File: src/rtl/spi_lfsr_master.sv
// ---------------------------------------------------------------------------
// spi_lfsr_master
//
// SPI mode-0 master shared by two on-chip requesters. Each grant runs one
// 8-bit transaction to the LFSR slave and returns the byte with the owner ID.
// Arbitration is round-robin on a last-served pointer.
//
// Parameters
//   CLK_DIV   system clocks per SCLK half-period (2..255)
//
// Ports
//   clk        system clock, rising edge
//   rst_n      asynchronous active-low reset
//   req[1:0]   level request per requester
//   tx_data0   byte sent when requester 0 is granted
//   tx_data1   byte sent when requester 1 is granted
//   gnt[1:0]   one-hot, one-cycle grant pulse
//   busy       high whenever the FSM is not IDLE
//   rd_valid   one-cycle pulse, rd_data/rd_id valid
//   rd_data    received byte, held until the next rd_valid
//   rd_id      requester owning rd_data
//   spi_cs     active-low chip select
//   spi_sclk   serial clock, idle low
//   spi_mosi   master data out
//   spi_miso   slave data in
//
// state | meaning
// ------+---------------------------------------------------------------
// IDLE  | cs high, waiting for any req
// SETUP | cs low, first MOSI bit presented, one half-period before SCLK
// SHIFT | SCLK toggling; sample on rise, present next bit on fall
// HOLD  | cs high for one half-period before the next grant is possible
// ---------------------------------------------------------------------------
module spi_lfsr_master #(
  parameter int CLK_DIV = 4
) (
  input  logic       clk,
  input  logic       rst_n,
  input  logic [1:0] req,
  input  logic [7:0] tx_data0,
  input  logic [7:0] tx_data1,
  output logic [1:0] gnt,
  output logic       busy,
  output logic       rd_valid,
  output logic [7:0] rd_data,
  output logic       rd_id,
  output logic       spi_cs,
  output logic       spi_sclk,
  output logic       spi_mosi,
  input  logic       spi_miso
);

  localparam logic [7:0] DIV_LAST = 8'(CLK_DIV - 1);

  typedef enum logic [1:0] {
    IDLE  = 2'd0,
    SETUP = 2'd1,
    SHIFT = 2'd2,
    HOLD  = 2'd3
  } state_t;

  state_t     state;
  state_t     state_nxt;

  logic [7:0] div_cnt;
  logic [3:0] tog_cnt;
  logic [7:0] tx_sh;
  logic [7:0] rx_sh;
  logic       last_id;

  logic       div_end;
  logic       win_id;
  logic       grant;
  logic       do_rise;
  logic       do_fall;
  logic       done;

  assign div_end = (div_cnt == DIV_LAST);
  assign busy    = (state != IDLE);

  // Round-robin: on a tie the requester not served last wins. The pointer
  // resets to 1 so requester 0 wins the first tie.
  always_comb begin
    win_id = 1'b0;
    case (req)
      2'b01:   win_id = 1'b0;
      2'b10:   win_id = 1'b1;
      2'b11:   win_id = ~last_id;
      default: win_id = 1'b0;
    endcase
  end

  always_ff @(posedge clk or negedge rst_n) begin
    if (!rst_n) begin
      state <= IDLE;
    end else begin
      state <= state_nxt;
    end
  end

  // The SETUP exit edge is the first SCLK rise; tog_cnt therefore counts
  // toggles already made, and the fall seen with tog_cnt==15 is the 16th.
  always_comb begin
    state_nxt = state;
    grant     = 1'b0;
    do_rise   = 1'b0;
    do_fall   = 1'b0;
    done      = 1'b0;
    case (state)
      IDLE: begin
        if (req != 2'b00) begin
          grant     = 1'b1;
          state_nxt = SETUP;
        end
      end
      SETUP: begin
        if (div_end) begin
          do_rise   = 1'b1;
          state_nxt = SHIFT;
        end
      end
      SHIFT: begin
        if (div_end) begin
          if (!spi_sclk) begin
            do_rise = 1'b1;
          end else if (tog_cnt == 4'd15) begin
            done      = 1'b1;
            state_nxt = HOLD;
          end else begin
            do_fall = 1'b1;
          end
        end
      end
      HOLD: begin
        if (div_end) begin
          state_nxt = IDLE;
        end
      end
      default: state_nxt = IDLE;
    endcase
  end

  // Phase timer, shared by SETUP, SHIFT and HOLD.
  always_ff @(posedge clk or negedge rst_n) begin
    if (!rst_n) begin
      div_cnt <= 8'd0;
    end else if (grant || div_end || (state == IDLE)) begin
      div_cnt <= 8'd0;
    end else begin
      div_cnt <= div_cnt + 8'd1;
    end
  end

  always_ff @(posedge clk or negedge rst_n) begin
    if (!rst_n) begin
      tog_cnt <= 4'd0;
    end else if (grant) begin
      tog_cnt <= 4'd0;
    end else if (do_rise || do_fall) begin
      tog_cnt <= tog_cnt + 4'd1;
    end
  end

  always_ff @(posedge clk or negedge rst_n) begin
    if (!rst_n) begin
      gnt     <= 2'b00;
      last_id <= 1'b1;
    end else begin
      gnt <= 2'b00;
      if (grant) begin
        gnt     <= win_id ? 2'b10 : 2'b01;
        last_id <= win_id;
      end
    end
  end

  // Transmit path: bit 7 goes out with the grant, later bits on each fall.
  always_ff @(posedge clk or negedge rst_n) begin
    if (!rst_n) begin
      tx_sh    <= 8'd0;
      spi_mosi <= 1'b0;
    end else if (grant) begin
      tx_sh    <= win_id ? tx_data1 : tx_data0;
      spi_mosi <= win_id ? tx_data1[7] : tx_data0[7];
    end else if (do_fall) begin
      tx_sh    <= {tx_sh[6:0], 1'b0};
      spi_mosi <= tx_sh[6];
    end else if (done) begin
      spi_mosi <= 1'b0;
    end
  end

  always_ff @(posedge clk or negedge rst_n) begin
    if (!rst_n) begin
      rx_sh <= 8'd0;
    end else if (grant) begin
      rx_sh <= 8'd0;
    end else if (do_rise) begin
      rx_sh <= {rx_sh[6:0], spi_miso};
    end
  end

  always_ff @(posedge clk or negedge rst_n) begin
    if (!rst_n) begin
      spi_cs   <= 1'b1;
      spi_sclk <= 1'b0;
    end else begin
      if (grant) begin
        spi_cs <= 1'b0;
      end else if (done) begin
        spi_cs <= 1'b1;
      end
      if (do_rise) begin
        spi_sclk <= 1'b1;
      end else if (do_fall || done) begin
        spi_sclk <= 1'b0;
      end
    end
  end

  // last_id still names the current owner when the transfer completes.
  always_ff @(posedge clk or negedge rst_n) begin
    if (!rst_n) begin
      rd_valid <= 1'b0;
      rd_data  <= 8'd0;
      rd_id    <= 1'b0;
    end else begin
      rd_valid <= done;
      if (done) begin
        rd_data <= rx_sh;
        rd_id   <= last_id;
      end
    end
  end

endmodule

File: config.mk
export PLATFORM = sky130hd
export DESIGN_NAME = spi_lfsr_master
export DESIGN_NICKNAME = d
export VERILOG_FILES = /design/src/rtl/spi_lfsr_master.sv
export SDC_FILE = /design/constraint.sdc
export NUM_CORES = 1
export LEC_CHECK = 0
export BUFFER_PORTS_ARGS = -buffer_cell sky130_fd_sc_hd__buf_2
export CAP_MARGIN = 20
export CORE_MARGIN = 4
export CORE_UTILIZATION = 59
export DETAILED_ROUTE_END_ITERATION = 10
export GPL_ROUTABILITY_DRIVEN = 0
export GPL_TIMING_DRIVEN = 0
export PLACE_DENSITY = 0.84
export SLEW_MARGIN = 20
export SYNTH_ARGS = -nofsm -noshare
export SYNTH_HDL_FRONTEND = slang
export SYNTH_SLANG_ARGS = --single-unit
File: constraint.sdc
create_clock -name clk -period 6.6 [get_ports clk]
set_clock_uncertainty 0.05 [all_clocks]
set_input_delay 1.32 -clock clk [delete_from_list [all_inputs] [get_ports clk]]
set_output_delay 1.32 -clock clk [all_outputs]
set_load 0.1 [all_outputs]
After elaboration in Yosys (flattened, before gate mapping):

Index checks and enable logic that the tools add are counted.

* word-level logic and storage cells: 83
* register bits after elaboration: 45
* input bits: 21

* add/sub/neg operators: 2
* multiplexer cells: 40
* reduce and logical (&&, ||, !) cells: 14
* bitwise operators: 1
* eq/ne operators: 13

Operator list (count)
* two-way mux 8 bit: 3
* two-way mux 1 bit: 21
* two-way mux 7 bit: 3
* two-way mux 2 bit: 8
* nonzero test 2 bit: 7
* inequality test 2 bit (second input constant): 6
* adder 8 x 1 -> 8 bit (second input constant): 1
* equality test 2 bit (second input constant): 4
* equality test 8 x 2 -> 1 bit (second input constant): 1
* two-way mux 4 bit: 2
* one-hot mux 2 bit (4 select lines): 1
* AND reduction 6 bit: 1
* adder 4 x 1 -> 4 bit (second input constant): 1
* equality test 4 bit (second input constant): 1
* logical OR 1 bit: 4
* one-hot mux 1 bit (2 select lines): 2
* nonzero test 3 bit: 1
* equality test 2 x 1 -> 1 bit (second input constant): 1
* zero test 2 bit: 1
* inverter 1 bit: 1

Logic depth before layout (Yosys ltp):

* depth after elaboration: 8
* mapped depth: 7
* gate-level depth less buffers: 6

Worst setup path after synthesis:

Ideal clock, no wire load.

* path type: register -> output
* from: register state[0]
* to: output busy
* cell stages (with the launch flop): 4
* required time: 5.230 ns
* data arrival time: 1.306 ns
* path slack: 3.924 ns
* cell sequence: dfrtp_1 -> inv_1 -> ha_1 -> inv_1

* longest elaborated chain between the ends: 1

RTL lines
* start: declaration: line 62 `state_t state;`
* start signal: assignment: line 97 `state <= state_nxt;`
* nonzero test 2 bit: line 79 `assign busy = (state != IDLE);`
* end: declaration: line 43 `output logic busy,`

Every way passes these cells.

Worst setup path in the final report:

Same ends and word-level chain as after synthesis.

==> impl_metrics.csv <==
group,metric,value,unit
outcome,status,"finished clean",
power_and_ir_drop,power_per_cell_area,386,nW/um^2
floorplanning,fp-row-count,21,
global_route,first_global_vias,1477,
timing,period_needed,3.14,ns
timing,fin_setup_tns,0,ns
floorplanning,io_pins,37,
synthesis,synthFlopType,"dfrtp_1",
finish,drive_gt1_share,26.2,%
power_and_ir_drop,p_leak,1.21,nW
synthesis,synthCells,185,
setup_path,crit_chain,"inv_1, ha_1, inv_1, buf_2",
cts,htreeDepth,2,
finish,area_delta_synth_final,14.5,%
floorplanning,dieArea,4540,um^2
routing,postRouteAntennaNets,0,
floorplanning,core,3360,um^2
placed_design,port-buffer-count,36,
timing,tightest_slew,0.961,ns
finish,n_antenna_cell,0,
setup_path,crit_required,5.23,ns
cts,ctsLongestPathBuffers,2,
setup_path,crit_buf_inv,3,
timing,max_freq,319,MHz
cts,cts.clk_slew.worst_paths,0.13,ns
synthesis,netlist.area_leader.share,51.7,%
synthesis,synth_edf_count,0,
routing,wl_met1,1800,um
cts,clock_latency,0.36,ns
synthesis,syn-num-nets,213,
synthesis,syn_area,2080,um^2
synthesis,synth_top_cell_by_area,"dfrtp_1",
cts,post_cts_buffers,0,
setup_path,critPathMaxStageDelay,0.45,ns
global_route,track_usage,20.3,%
cts,cts_tree,"built",
setup_path,worst_path_max_delay_cell,"buf_2",
placed_design,place_ws,3.84,ns
routing,viasPerCell,5.80,
synthesis,synth.most_common_cell,"dfrtp_1",
setup_path,path_max_fanout,5,
synthesis,avgSynthCellArea,11.3,um^2
setup_path,startpoint_type,"flop",
global_route,grt_max_degree,46,
routing,routed.top_layer,"met4",
synthesis,async_reset_ff_share,100,%
routing,first_pass_iters,4,
routing,drc,0,
synthesis,ys_seq_area_share,54.2,%
timing,relSlewSlack,35.9,%
cts,ctsResizeCount,0,
timing,hold_viol,0,
routing,wl,3980,um
finish,multi_input_area,923,um^2
placed_design,hpwl,2850,um
flow_run,max-cap-violations,0,
synthesis,yosysWarnings,0,
floorplanning,die_width,67.4,um
timing,setup_viol,0,
timing,report.final.slew_viol_count,0,
synthesis,synth_cell_types,37,
routing,drt-wirelength-per-cell,14.5,um
cts,hold_buffers,0,
finish,fill_cells,290,
cts,cts_buffers,5,
routing,vias,1594,
synthesis,synth_common_cells,"dfrtp_1 (43), nor2_1 (22), nand2_1 (15)",
setup_path,path_class,"reg2out",
power_and_ir_drop,ir_worst_vdd,0.242,mV
cts,ctsRootBufferMaster,"clkbuf_4",
floorplanning,start_util,61.9,%
routing,met2_length,1890,um
floorplanning,fp.dieH,67.4,um
timing,period_share,47.6,%
finish,layout.nets,256,
synthesis,ys_top_cells_by_area,"dfrtp_1 (52%), mux2i_1 (5.8%), mux2_2 (5.4%)",
setup_path,endpoint_kind,"output pin",
global_route,antenna_found_initial,0,
global_route,grt.overflow.total,0,
setup_path,critPathTopFamily,"buffers and inverters",
cts,clock-sinks,45,
setup_path,crit_path_frequent_cell,"inv_1",
placed_design,placed_cell_area,2320,um^2
timing,rsz0062_at_grt,"no",
timing,setup_slack,3.46,ns
routing,route.met3.wl,237,um
hold_path,hold_path_class,"reg2reg",
finish,finalInstanceArea,2380,um^2
global_route,grt_first_pass_wirelength,6770,um
setup_path,critPathArrivalTime,1.77,ns
finish,regArea,1130,um^2
synthesis,ys_ff_latch,45,
routing,drtIter0Drc,107,
## worst paths after layout
check                      startpoint          to  slack, ns  cells after the start
max                          state[0]        busy       3.46                      4
min                        div_cnt[0]  div_cnt[0]       0.44                      1
max reg2reg                div_cnt[0]  rd_data[0]       4.19                      4
min reg2reg                div_cnt[0]  div_cnt[0]       0.44                      1
max in group asynchronous       rst_n  rd_data[4]       4.86                      1
min in group asynchronous       rst_n  rd_data[7]       1.04                      1
## sequential cells by signal, indices dropped and copies added, names as in the netlist
name / flops
rd_valid: 1
tog_cnt: 4
rd_id: 1
rd_data: 8
rx_sh: 8
div_cnt: 8
state: 2
spi_sclk: 1
gnt: 2
tx_sh: 7
last_id: 1
spi_mosi: 1
spi_cs: 1
## layer usage
metal,vias up,global-route usage [%]
met1,774,27.5
met4,0,6.84
met2,50,31.8
met3,7,5.49
li1,763,-
met5,-,0
## final cells by class
cell class	instances	area share, %
multi-input cells	132	38.7
clock buffers	6	2.15
flip-flops and latches	45	47.3
plain buffers	3	0.472
clock inverters	2	0.577
inverters	5	0.787
repair buffers	36	7.56
well taps	46	2.41
## through the flow
step | utilization [%] | power, mW | hold WS, ns | cells
after floorplan | - | 0.693 | 0.383 | 185
after global placement | 69.0 | 0.772 | 0.401 | 267
after detailed placement | 69.0 | 0.781 | 0.422 | 267
after CTS | 70.9 | 0.922 | 0.438 | 275
after global routing | 70.9 | 0.987 | 0.442 | 275
final | 70.9 | 0.920 | 0.439 | 275
## cell families (layout without fill, tap and decap cells)
logic type | after synthesis | after routing | share of synthesized area, %
buf+inv | 8 | 52 | 1.44
compound gates | 32 | 32 | 10.8
fa+ha+maj | 7 | 7 | 4.21
simple gates | 65 | 65 | 15.6
flops | 45 | 45 | 54.2
mux | 22 | 22 | 11.2
xor+xnor | 6 | 6 | 2.52
## power breakdown
part | switching [mW] | internal (mW) | total, mW
sequential | 0.0448 | 0.338 | 0.383
combinational | 0.277 | 0.120 | 0.397
clock | 0.0883 | 0.0520 | 0.140
## cell usage in the layout, fill, tap and decap left out, types with 2 or more instances in the layout
master    netlist  routed
ha_1            7       7
xnor2_1         4       4
nor3_1          9       9
dfstp_2         2       2
mux2_2         10      10
o21ai_1         2       2
nand3_1         8       8
dfrtp_1        43      43
xor2_1          2       2
nand2_1        15      15
a21oi_1        10      10
mux2i_1        12      12
o21ai_0         4       4
nor2_1         22      22
clkbuf_1        2       2
clkbuf_4        0       5
buf_2           0      36
a222oi_1        6       6
a211oi_1        2       2
inv_1           5       5
nand2b_1        2       2
(Power assumes the default switching activity.)
